--- src/rtl/sprite_compositor.sv ---
// Purpose: merges overlay, N keyed player sprites and a procedural stage background into one 12-bit RGB pixel stream.
// Latency: ROM_LATENCY+2 cycles from scan position / bright / overlay inputs to rgb; spr_addr is registered one cycle after the scan.
// Backpressure: none, one pixel per clock with no stalls; the caller delays sync by the same latency.
//
// Ports:
//   clk, rst              pixel clock, synchronous active-high reset
//   bright, hCount/vCount scan position and visible-area flag from the VGA timing generator
//   spr_x/spr_y           per-sprite top-left corner, 10 bits each, sprite i at [10i+9:10i]
//   flip, flash_trig      per-sprite horizontal mirror and hit-flash start pulse
//   spr_addr / spr_pixel  external sprite ROM address (registered) and returned data
//   ovl_valid/ovl_pixel   overlay layer (health/shield bars), highest priority when bright
//   rgb                   registered {R,G,B} output
module sprite_compositor #(
   parameter int NUM_SPRITES  = 2,
   parameter int SW_LOG2      = 7,
   parameter int SH_LOG2      = 7,
   parameter int ROM_LATENCY  = 1,
   parameter int GROUND_Y     = 394,
   parameter int KEY_B_MIN    = 12,
   parameter int FLASH_FRAMES = 8
) (
   input  logic                                   clk,
   input  logic                                   rst,
   input  logic                                   bright,
   input  logic [9:0]                             hCount,
   input  logic [9:0]                             vCount,
   input  logic [10*NUM_SPRITES-1:0]              spr_x,
   input  logic [10*NUM_SPRITES-1:0]              spr_y,
   input  logic [NUM_SPRITES-1:0]                 flip,
   input  logic [NUM_SPRITES-1:0]                 flash_trig,
   output logic [(SW_LOG2+SH_LOG2)*NUM_SPRITES-1:0] spr_addr,
   input  logic [12*NUM_SPRITES-1:0]              spr_pixel,
   input  logic                                   ovl_valid,
   input  logic [11:0]                            ovl_pixel,
   output logic [11:0]                            rgb
);

   localparam int          AW    = SW_LOG2 + SH_LOG2;
   localparam int          FW    = $clog2(FLASH_FRAMES + 1);
   localparam logic [10:0] SPR_W = 11'(1 << SW_LOG2);
   localparam logic [10:0] SPR_H = 11'(1 << SH_LOG2);

   // Side-band data that travels alongside the ROM read. Only bit 4 of the
   // column is needed by the ground checkerboard, so only that bit is carried.
   typedef struct packed {
      logic                   bright;
      logic                   h4;
      logic [9:0]             v;
      logic [NUM_SPRITES-1:0] in_reg;
      logic                   ovl_valid;
      logic [11:0]            ovl_pixel;
   } sb_t;

   logic [NUM_SPRITES-1:0] in_reg;
   logic [AW*NUM_SPRITES-1:0] addr_d;
   sb_t                    sb_in;
   sb_t                    sb_q [0:ROM_LATENCY];
   sb_t                    sb_o;
   logic                   frame_tick;
   logic [NUM_SPRITES-1:0][FW-1:0] fcnt;
   logic                   spr_hit;
   logic [11:0]            spr_col;
   logic [3:0]             sky_b;
   logic [3:0]             ground_g;
   logic [11:0]            rgb_d;

   function automatic logic is_opaque(input logic [11:0] p);
      return !((p[11:4] == 8'h00) && (32'(p[3:0]) >= KEY_B_MIN));
   endfunction

   // Stage 0: region test and ROM address per sprite. Comparisons are 11 bits
   // wide so a sprite placed near 1023 cannot wrap back onto column/row 0.
   for (genvar i = 0; i < NUM_SPRITES; i++) begin : g_spr
      logic [10:0]        x11;
      logic [10:0]        y11;
      logic [SW_LOG2-1:0] lx_raw;
      logic [SW_LOG2-1:0] lx;
      logic [SH_LOG2-1:0] ly;

      assign x11 = {1'b0, spr_x[10*i +: 10]};
      assign y11 = {1'b0, spr_y[10*i +: 10]};
      assign in_reg[i] = ({1'b0, hCount} >= x11) && ({1'b0, hCount} < x11 + SPR_W) &&
                         ({1'b0, vCount} >= y11) && ({1'b0, vCount} < y11 + SPR_H);
      // Low bits of the difference only depend on low bits of the operands.
      assign lx_raw = hCount[SW_LOG2-1:0] - spr_x[10*i +: SW_LOG2];
      assign ly     = vCount[SH_LOG2-1:0] - spr_y[10*i +: SH_LOG2];
      // W-1-lx equals the bitwise complement because W is a power of two.
      assign lx     = flip[i] ? ~lx_raw : lx_raw;
      assign addr_d[AW*i +: AW] = in_reg[i] ? {ly, lx} : '0;
   end

   assign sb_in = '{bright:    bright,
                    h4:        hCount[4],
                    v:         vCount,
                    in_reg:    in_reg,
                    ovl_valid: ovl_valid,
                    ovl_pixel: ovl_pixel};

   // Address register plus side-band delay line; stage ROM_LATENCY lines up
   // with the ROM word returned for the address registered alongside stage 0.
   always_ff @(posedge clk) begin
      if (rst) begin
         spr_addr <= '0;
         for (int k = 0; k <= ROM_LATENCY; k++) begin
            sb_q[k] <= '0;
         end
      end else begin
         spr_addr <= addr_d;
         sb_q[0]  <= sb_in;
         for (int k = 1; k <= ROM_LATENCY; k++) begin
            sb_q[k] <= sb_q[k-1];
         end
      end
   end

   assign sb_o = sb_q[ROM_LATENCY];

   // Hit flash: counts frames down from FLASH_FRAMES; a trigger beats the tick.
   assign frame_tick = (hCount == 10'd0) && (vCount == 10'd0);

   always_ff @(posedge clk) begin
      if (rst) begin
         fcnt <= '0;
      end else begin
         for (int i = 0; i < NUM_SPRITES; i++) begin
            if (flash_trig[i]) begin
               fcnt[i] <= FW'(FLASH_FRAMES);
            end else if (frame_tick && (fcnt[i] != '0)) begin
               fcnt[i] <= fcnt[i] - FW'(1);
            end
         end
      end
   end

   // Sprite layer: walk from lowest priority upward so index 0 ends up on top.
   always_comb begin
      spr_hit = 1'b0;
      spr_col = 12'h000;
      for (int i = NUM_SPRITES - 1; i >= 0; i--) begin
         if (sb_o.in_reg[i] && is_opaque(spr_pixel[12*i +: 12])) begin
            spr_hit = 1'b1;
            spr_col = fcnt[i][0] ? 12'hFFF : spr_pixel[12*i +: 12];
         end
      end
   end

   assign sky_b    = (sb_o.v[9:8] != 2'b00) ? 4'hF : sb_o.v[7:4];
   assign ground_g = (sb_o.h4 ^ sb_o.v[3]) ? 4'hC : 4'h8;

   always_comb begin
      rgb_d = 12'h000;
      if (!sb_o.bright) begin
         rgb_d = 12'h000;
      end else if (sb_o.ovl_valid) begin
         rgb_d = sb_o.ovl_pixel;
      end else if (spr_hit) begin
         rgb_d = spr_col;
      end else if (32'(sb_o.v) < GROUND_Y) begin
         rgb_d = {8'h00, sky_b};
      end else begin
         rgb_d = {4'h0, ground_g, 4'h1};
      end
   end

   always_ff @(posedge clk) begin
      if (rst) begin
         rgb <= 12'h000;
      end else begin
         rgb <= rgb_d;
      end
   end

endmodule

--- config.mk ---
export PLATFORM = sky130hd
export DESIGN_NAME = sprite_compositor
export DESIGN_NICKNAME = d
export VERILOG_FILES = /design/src/rtl/sprite_compositor.sv
export SDC_FILE = /design/constraint.sdc
export NUM_CORES = 1
export LEC_CHECK = 0
export BUFFER_PORTS_ARGS = -buffer_cell sky130_fd_sc_hd__buf_2
export CAP_MARGIN = 30
export CORE_UTILIZATION = 45
export DETAILED_ROUTE_END_ITERATION = 16
export PLACE_DENSITY_LB_ADDON = 0.08
export SLEW_MARGIN = 20
export SYNTH_ARGS = -nofsm -noshare
export SYNTH_HDL_FRONTEND = slang
export SYNTH_SLANG_ARGS = --single-unit
export TNS_END_PERCENT = 30
--- constraint.sdc ---
create_clock -name clk -period 2.9 [get_ports clk]
set_input_delay 0.58 -clock clk [delete_from_list [all_inputs] [get_ports clk]]
set_output_delay 0.58 -clock clk [all_outputs]
set_load 0.02 [all_outputs]
# Word-level counts from Yosys, hierarchy flattened
# Memories as Yosys holds them, arrays and structs flattened.
# Index checks and enable logic that the tools add are counted.
# word_totals
mem_bits_rw	54
n_memories	1
ff_bits	48
# classes
addsub	10
muxes	22
order_cmp	11
reduce_logical	29
bitwise	8
# mem_list
memory	depth	width	rd	rd_ports_with_merged_regs	write_ports	line_no	source
sb_q	2	27	2	0	2	57	sb_t sb_q [0:ROM_LATENCY];
# ops
op	count
$mux W12	6
$mux W27	2
$add A10 B8 Y11 const B	4
$lt A10 B11 Y1	4
$ge A10 B10 Y1	4
$sub A7 B7 Y7	4
$logic_not A10 Y1	2
$mux W4	5
$logic_not A8 Y1	2
$mux W7	2
$not A7 Y7	2
$logic_and A1 B1 Y1	13
$lt A10 B9 Y1 const B	1
$reduce_or A2 Y1	5
$ge A4 B4 Y1 const B	2
$mux W8	1
$reduce_bool A4 Y1	2
$sub A4 B1 Y4 const B	2
$reduce_bool A2 Y1	3
$mux W1	5
$mux W3	1
$not A1 Y1	3
$logic_not A1 Y1	2
$or A1 B1 Y1	2
$xor A1 B1 Y1	1

# Longest topological paths before layout
# Gate-level depths: netlist of run 1.
# depth
word_depth	8
depth_mapped	10
ltp_nobuf	9

# Least setup slack after synthesis of run 1
# No wires, ideal clock.
# synth_timing
path_kind	input -> register
from	input port vCount[0]
to	register spr_addr[14]
slack_ns	0.469
path_stages	10
t_arrival_ns	2.301
setup_ns	0.130
n_path_buf	1
cell_sequence	inv_1 > ha_1 > inv_1 > fa_1 > nand3_1 > nand2_1 > o41a_1 > o22ai_2 > buf_2 > nor3_1
# synth_between
elab_chain_cells	5
elab_cells_between_ends	6
cone_classes	2 x order compare; 1 x bitwise; 3 x reduce/logical
# synth_lines
element	line_no	source
start, declared	26	input logic [9:0] vCount,
$ge A10 B10 Y1	83	({1'b0, vCount} >= y11) && ({1'b0, vCount} < y11 + SPR_H);
$logic_and A1 B1 Y1	82	assign in_reg[i] = ({1'b0, hCount} >= x11) && ({1'b0, hCount} < x11 + SPR_W) &&
$logic_and A1 B1 Y1 (*)	83	
$not A1 Y1 (no line) (*)	n/a	
$reduce_or A2 Y1 (no line) (*)	n/a	
end signal, assigned	108	spr_addr <= addr_d;
end, declared	31	output logic [(SW_LOG2+SH_LOG2)*NUM_SPRITES-1:0] spr_addr,
# Every way passes the cells marked *; elsewhere a longest branch is shown, timed or not.
# A chain may end at the register's enable or synchronous reset.

# Worst setup path in the final report of run 1
# layout_timing
from	input port hCount[0]
to	register spr_addr[8]
# layout_between
elab_chain_cells	6
elab_cells_between_ends	7
cone_classes	2 x order compare; 1 x bitwise; 4 x reduce/logical
# layout_lines
element	line_no	source
start, declared	25	input logic [9:0] hCount,
$lt A10 B11 Y1 or $ge A10 B10 Y1 (tied branches)	82	
$logic_and A1 B1 Y1 (*) (2 in series)	82	
$logic_and A1 B1 Y1 (*)	83	
$not A1 Y1 (no line) (*)	n/a	
$reduce_or A2 Y1 (no line) (*)	n/a	
# Marks and branches as above.

==> metrics.cfg, run 1 <==
[status]
status = complete, no violations

[clock_tree]
hold_buffers = 0
root_buffer = clkbuf_16
clockBufferDepth = 2
post_cts_buffers = 0
numCtsBuffers = 9
clk_latency_ps = 340
cts.clk_slew.worst_paths_ps = 70
cts_num_sinks = 100
tritoncts = built
post_cts_resized = 0
htreeDepth = 3

[layout]
final.fill_count = 1055
finalNetCount = 905
layout-drive-gt1-share_pct = 23.42
final_cell_mix = buf_2 (143), dfxtp_1 (100), inv_1 (58), ha_1 (58), nor2b_1 (52)
multi_input_area_mm2 = 0.003049
fin_area_mm2 = 0.006499
layout_commonest_cell = buf_2
diodes = 0
syn_to_final_growth_pct = 21.95
register_area_mm2 = 0.002002
utilization_pct = 56.67
stdcell_count = 886

[timing]
min_period_ps = 2330
hold_viol = 0
setup_tns_ps = 0
setup_viol = 0
post-route-period-util_pct = 80.34
worst_pin_slew_ps = 588.5
fin_ws_ps = 570.0
slew_viol_final = 0
fmax_mhz = 429.2
slew_headroom_pct = 60.62
skew_ps = 8.049
hold_ws_ps = 428.1
rsz0062_at_grt = false

[worst_setup_path]
rr_endpoint = fcnt[1]
r2r_cells = 5
crit_arrival_ps = 2600
critPathMaxFanout = 9
crit_type = in2reg
r2r-start = fcnt[0]
required_ps = 3170
setup.worst_path.start_class = input port
endpoint_kind = flop
r2r_slack_ps = 1190

[die]
die_y_um = 110.8
rows = 39
fp.dieW_um = 110.8
die_area_mm2 = 0.01228
pin_count = 144
start_util_pct = 46.47
core_mm2 = 0.01147

[synth]
syn_area_per_cell_um2 = 8.986
ys_types = 56
syn_inst = 593
synth_top_area_share_pct = 37.57
ys.flop_type = dfxtp_1
yosys_warnings = 0
syn-num-nets = 759
netlist_area_mm2 = 0.005329
synth_top_area_cell = dfxtp_1
ys_seq_area_share_pct = 37.57
ys_ff_latch = 100
synthArstFlopShare_pct = 0
yosys-top-cells-area = dfxtp_1 (38%), ha_1 (14%), nor2b_1 (6.1%), xnor2_1 (4.9%), inv_1 (4.1%)
synth_edf_count = 0

[detailed_routing]
detail_route.vias_per_cell = 5.275
drt_wl_total_mm = 12.49
drtAntennaViolNets = 0
vias = 4674
remaining_drc_errors = 0
drtIter0Drc = 293
routedWlPerCell_um = 14.10
dr.pass1.iters = 4

[power]
clkPwrFrac_pct = 35.3
powerDensity_mw_per_mm2 = 493.9
p_seq_share_pct = 44.6
p_int_mw = 2.301
switching_share_pct = 28.30
power_mw = 3.209
p_sw_mw = 0.9083
power_frac_comb_pct = 20.1
p_leak_nw = 3.020
ir_drop_v = 0.0003087

[hold_path]
min_from = sb_q[0][1]
worstHoldEndpoint = sb_q[0][28]
hold_path.class = reg2reg
hold_depth = 1

[global_routing]
groute.usage.overall_pct = 21.01
antenna_found_initial = 0
overflow = 0
grt_max_degree = 30
first_global_vias = 4617
grt_pass1_wl_mm = 20.76

[placement]
io_buffer_count = 143
place_congestion = 0.8738
place_ws_ps = 210.7
place_inst = 871
dp_hpwl_mm = 10.13
place_area_mm2 = 0.006216

[flow_run]
cap_violations = 0

routing by layer:
| metal | vias up | track usage (%) | wire, um |
|---|---|---|---|
| li1 | 2390 | - | - |
| met1 | 2118 | 23.02 | 5189 |
| met2 | 146 | 39.01 | 6342 |
| met3 | 20 | 5.358 | 725 |
| met4 | 0 | 7.111 | 235 |
| met5 | - | 0 | 0 |
how the worst max path moves through the flow:
stage          cells after the start  startpoint           end  slack, ps
3_5_place_dp                      10   hCount[0]   spr_addr[8]        210
2_1_floorplan                     10   vCount[0]  spr_addr[14]        470
4_1_cts                           10   hCount[0]   spr_addr[8]        570
6_report                          10   hCount[0]   spr_addr[8]        570
5_1_grt                           10    spr_x[7]   spr_addr[4]        360
3_3_place_gp                      10   hCount[0]   spr_addr[8]        260
cell usage after synthesis, drive strengths merged (2+ instances only):
| cell type | instances |
|---|---|
| a2111oi | 3 |
| buf | 3 |
| a211oi | 5 |
| o21ai | 20 |
| or2 | 2 |
| a31oi | 3 |
| o41a | 2 |
| nand3 | 11 |
| nand3b | 2 |
| a21o | 5 |
| clkbuf | 12 |
| and3 | 5 |
| nor4 | 14 |
| xor2 | 11 |
| ha | 58 |
| o2111ai | 3 |
| nor3b | 2 |
| o22ai | 14 |
| nand2 | 28 |
| o211ai | 4 |
| xnor2 | 30 |
| nor4b | 4 |
| nor2 | 21 |
| nor2b | 52 |
| inv | 58 |
| nand2b | 7 |
| fa | 4 |
| a221o | 2 |
| nand4 | 7 |
| and4b | 2 |
| a21oi | 38 |
| and4 | 2 |
| nor3 | 43 |
| dfxtp | 100 |
layout make-up:
type	count	share of cell area, %
Clock inverter	6	0.8856
Clock buffer	9	3.466
Timing Repair Buffer	150	11.82
Sequential cell	100	30.80
Inverter	58	3.350
Multi-Input combinational cell	420	46.92
Tap cell	143	2.753
registers in the layout, summed over array words and instances, names as in the netlist:
register / count
fcnt: 8
sb_q: 52
spr_addr: 28
rgb: 12
critical path, cell delays in order:
cell       delay (ps)
buf_2              90
inv_1              50
ha_1              220
fa_1              410
nand3b_1          200
a311oi_1          290
a2111o_1          170
o2111ai_1         190
buf_4             230
nor3b_1           170
logic make-up (layout without fill, tap and decap cells):
logic type | after synthesis | count (layout) | synth area share, %
AND/OR/NAND/NOR | 204 | 204 | 21.16
AO/OA/AOI/OAI | 113 | 113 | 14.21
flip-flops | 100 | 100 | 37.57
buffers and inverters | 73 | 223 | 5.212
adder cells (fa/ha/maj) | 62 | 62 | 15.12
XOR/XNOR | 41 | 41 | 6.739
power by group through the flow:
stage	Clock, mW	Sequential [mW]	Combinational [mW]
2_1_floorplan	0	1.48	0.413
3_3_place_gp	0	1.46	0.633
3_5_place_dp	0	1.47	0.641
4_1_cts	1.16	1.43	0.646
5_1_grt	1.22	1.44	0.720
6_report	1.13	1.43	0.644
No activity file was read; power rests on OpenSTA's default activity.
==> run 2, diff against run 1 <==
--- a/config.mk
+++ b/config.mk
@@ -5,6 +5,7 @@
 export SDC_FILE = /design/constraint.sdc
 export NUM_CORES = 1
 export LEC_CHECK = 0
+export ABC_AREA = 1
 export BUFFER_PORTS_ARGS = -buffer_cell sky130_fd_sc_hd__buf_2
 export CAP_MARGIN = 30
 export CORE_UTILIZATION = 45
==> constraint.sdc (replaced) <==
create_clock -name clk -period 1.9 [get_ports clk]
set_input_delay 0.38 -clock clk [delete_from_list [all_inputs] [get_ports clk]]
set_output_delay 0.38 -clock clk [all_outputs]
set_load 0.02 [all_outputs]
==> run 2 against run 1 <==
  * Synthesized cell count increased by 49%
  * First-iteration DRC count decreased by 22%
  * Routed wire length increased by 12%
  * Clock-buffer cell count increased by 1
  * Largest cell class unchanged
  * Setup slack got worse by 470 ps
  * Register-to-register slack got worse by 710 ps
==> metrics.cfg, run 2 <==
[status]
status = complete, no violations

[power]
p_leak_nw = 4.208  ; +39%
p_seq_share_pct = 43.0  ; -1.6 points
clkPwrFrac_pct = 32.5  ; -2.8 points
power_mw = 5.103  ; +59%
power_frac_comb_pct = 24.5  ; +4.4 points
switching_share_pct = 29.15  ; +0.85 points
powerDensity_mw_per_mm2 = 667.2  ; +35%
ir_drop_v = 0.0004217  ; +37%
p_sw_mw = 1.488  ; +64%
p_int_mw = 3.615  ; +57%

[synth]
synth_top_area_share_pct = 32.86  ; -4.7 points
synth_top_area_cell = dfxtp_1
ys_ff_latch = 100  ; unchanged
syn_inst = 884  ; +49%
synth_common_cells = inv_1 (180), nand2_1 (165), nor2_1 (152)
yosys-top-cells-area = dfxtp_1 (33%), ha_1 (12%), inv_1 (11%), nand2_1 (10%), nor2_1 (9.4%)
yosys_warnings = 0  ; unchanged
netlist_area_mm2 = 0.006092  ; +14%
ys_seq_area_share_pct = 32.86  ; -4.7 points
synth_edf_count = 0  ; unchanged
yosysMostFrequentCell = inv_1
syn-num-nets = 1050  ; +38%
ys_types = 31  ; -45%
syn_area_per_cell_um2 = 6.892  ; -23%
synthArstFlopShare_pct = 0  ; unchanged
ys.flop_type = dfxtp_1

[worst_setup_path]
r2r_slack_ps = 480  ; -710 ps
r2r_cells = 7  ; +2
critPathMaxFanout = 7  ; -2
crit_type = in2reg
rr_endpoint = fcnt[3]
required_ps = 2140  ; -1030 ps
setup.worst_path.start_class = input port
crit_start = vCount[0]
crit_arrival_ps = 2040  ; -560 ps
r2r-start = fcnt[0]
endpoint_kind = flop

[timing]
fmax_mhz = 555.6
hold_ws_ps = 236.8  ; -191.3 ps
fin_ws_ps = 100.3  ; -469.7 ps
skew_ps = 7.798  ; -0.2514 ps
post-route-period-util_pct = 94.72
min_period_ps = 1800
slew_headroom_pct = 67.15  ; +6.5 points
worst_pin_slew_ps = 492.3  ; -96.28 ps
slew_viol_final = 0  ; unchanged
setup_viol = 0  ; unchanged
hold_viol = 0  ; unchanged
rsz0062_at_grt = false

[global_routing]
overflow = 0  ; unchanged
first_global_vias = 5425  ; +18%
antenna_found_initial = 1  ; +1
grt_max_degree = 54  ; +80%
grt_pass1_wl_mm = 23.82  ; +15%
groute.usage.overall_pct = 21.39  ; +0.38 points

[detailed_routing]
dr.pass1.iters = 4  ; unchanged
drtAntennaViolNets = 0  ; unchanged
routedWlPerCell_um = 11.12  ; -21%
detail_route.vias_per_cell = 4.470  ; -15%
remaining_drc_errors = 0  ; unchanged
vias = 5601  ; +20%
drt_wl_total_mm = 13.93  ; +12%
drtIter0Drc = 228  ; -22%

[hold_path]
hold_depth = 3  ; +2
min_from = ovl_pixel[3]
worstHoldEndpoint = sb_q[0][3]
hold_path.class = in2reg

[die]
die_area_mm2 = 0.01401  ; +14%
pin_count = 144  ; unchanged
die_y_um = 118.4  ; +6.8%
fp.dieW_um = 118.4  ; +6.8%
core_mm2 = 0.01324  ; +15%
start_util_pct = 46.00  ; -0.47 points
rows = 42  ; +7.7%

[clock_tree]
hold_buffers = 0  ; unchanged
cts_num_sinks = 100  ; unchanged
root_buffer = clkbuf_16
tritoncts = built
clockBufferDepth = 2  ; unchanged
numCtsBuffers = 9  ; unchanged
htreeDepth = 3  ; unchanged
clk_latency_ps = 340  ; about the same
cts.clk_slew.worst_paths_ps = 70  ; about the same

[placement]
io_buffer_count = 143  ; unchanged
place_ws_ps = -238.6  ; -449.3 ps
dp_hpwl_mm = 11.66  ; +15%
place_inst = 1238  ; +42%
place_congestion = 0.8756  ; +0.21%

[layout]
syn_to_final_growth_pct = 25.53
stdcell_count = 1253  ; +41%
utilization_pct = 57.75  ; +1.1 points
layout_commonest_cell = inv_1
layout-drive-gt1-share_pct = 22.66  ; -0.76 points
largest_reg_flops = 52  ; unchanged
diodes = 0  ; unchanged
finalNetCount = 1239  ; +37%
final_cell_mix = inv_1 (180), nand2_1 (165), nor2_1 (151)
top_regs = sb_q (52), spr_addr (28), rgb (12)
largest_register = sb_q
final.fill_count = 1377  ; +31%

[flow_run]
cap_violations = 0  ; unchanged

run 2: worst max-delay path by stage:
stage                         to  slack, ps  cells after the start
floorplan           spr_addr[21]        0.3                     13
global placement    spr_addr[25]       -180                     14
detailed placement  spr_addr[14]       -240                     13
CTS                 spr_addr[15]        130                     13
global route        spr_addr[27]         20                     14
finish              spr_addr[15]        100                     13
run 2: logic make-up (layout without fill, tap and decap cells):
group / Yosys count / in the layout / share of synthesized area (%)
xor gates and xnor gates: 40 / 40 / 5.977
DFF: 100 / 100 / 32.86
AOI/OAI and AO/OA: 65 / 65 / 5.504
and+or+nand+nor: 419 / 419 / 29.80
adders and majority gates: 62 / 62 / 13.23
buffers and inverters: 198 / 391 / 12.63
run 2: layout make-up:
class | instances | area [um^2] | share of cell area (%)
Clock inverter | 5 | 37.54 | 0.4908
Clock buffer | 10 | 229.0 | 2.994
Multi-Input combinational cell | 586 | 3323 | 43.46
Tap cell | 176 | 220.2 | 2.880
Sequential cell | 100 | 2002 | 26.18
Inverter | 181 | 679.4 | 8.884
Timing Repair Buffer | 195 | 1156 | 15.12
run 2: critical path: stages:
cell	delay [ps]
buf_2	90
inv_1	170
ha_1	200
inv_1	60
fa_1	380
a21oi_1	120
nand3b_1	120
nand2_1	50
nor2_1	100
nor2_1	70
nand2_2	120
buf_12	140
nor2_2	30
run 2: power groups by stage:
stage	Clock [mW]	Combinational, mW	Sequential [mW]
2_1_floorplan	0	0.771	2.26
3_3_place_gp	0	1.26	2.24
3_5_place_dp	0	1.26	2.24
4_1_cts	1.73	1.27	2.19
5_1_grt	1.83	1.43	2.20
6_report	1.66	1.25	2.19
run 2: per-stage QoR:
stage / area, um^2 / TNS [ps]
5_1_grt: 7647 / 0
3_3_place_gp: 7378 / -4356
2_1_floorplan: 6092 / 0
6_report: 7647 / 0
4_1_cts: 7645 / 0
3_5_place_dp: 7378 / -5619
run 2: layer usage:
| layer | track usage [%] | part of all wire [%] |
|---|---|---|
| met4 | 7.933 | 2.2 |
| met3 | 5.550 | 5.1 |
| met5 | 0 | 0 |
| met2 | 38.64 | 49 |
| met1 | 23.95 | 44 |
run 2: repair_timing:
item | 4_1_cts | 5_1_grt
resized for setup | 0 | 1
setup buffers | 0 | 0
setup endpoints to repair | 0 | 5
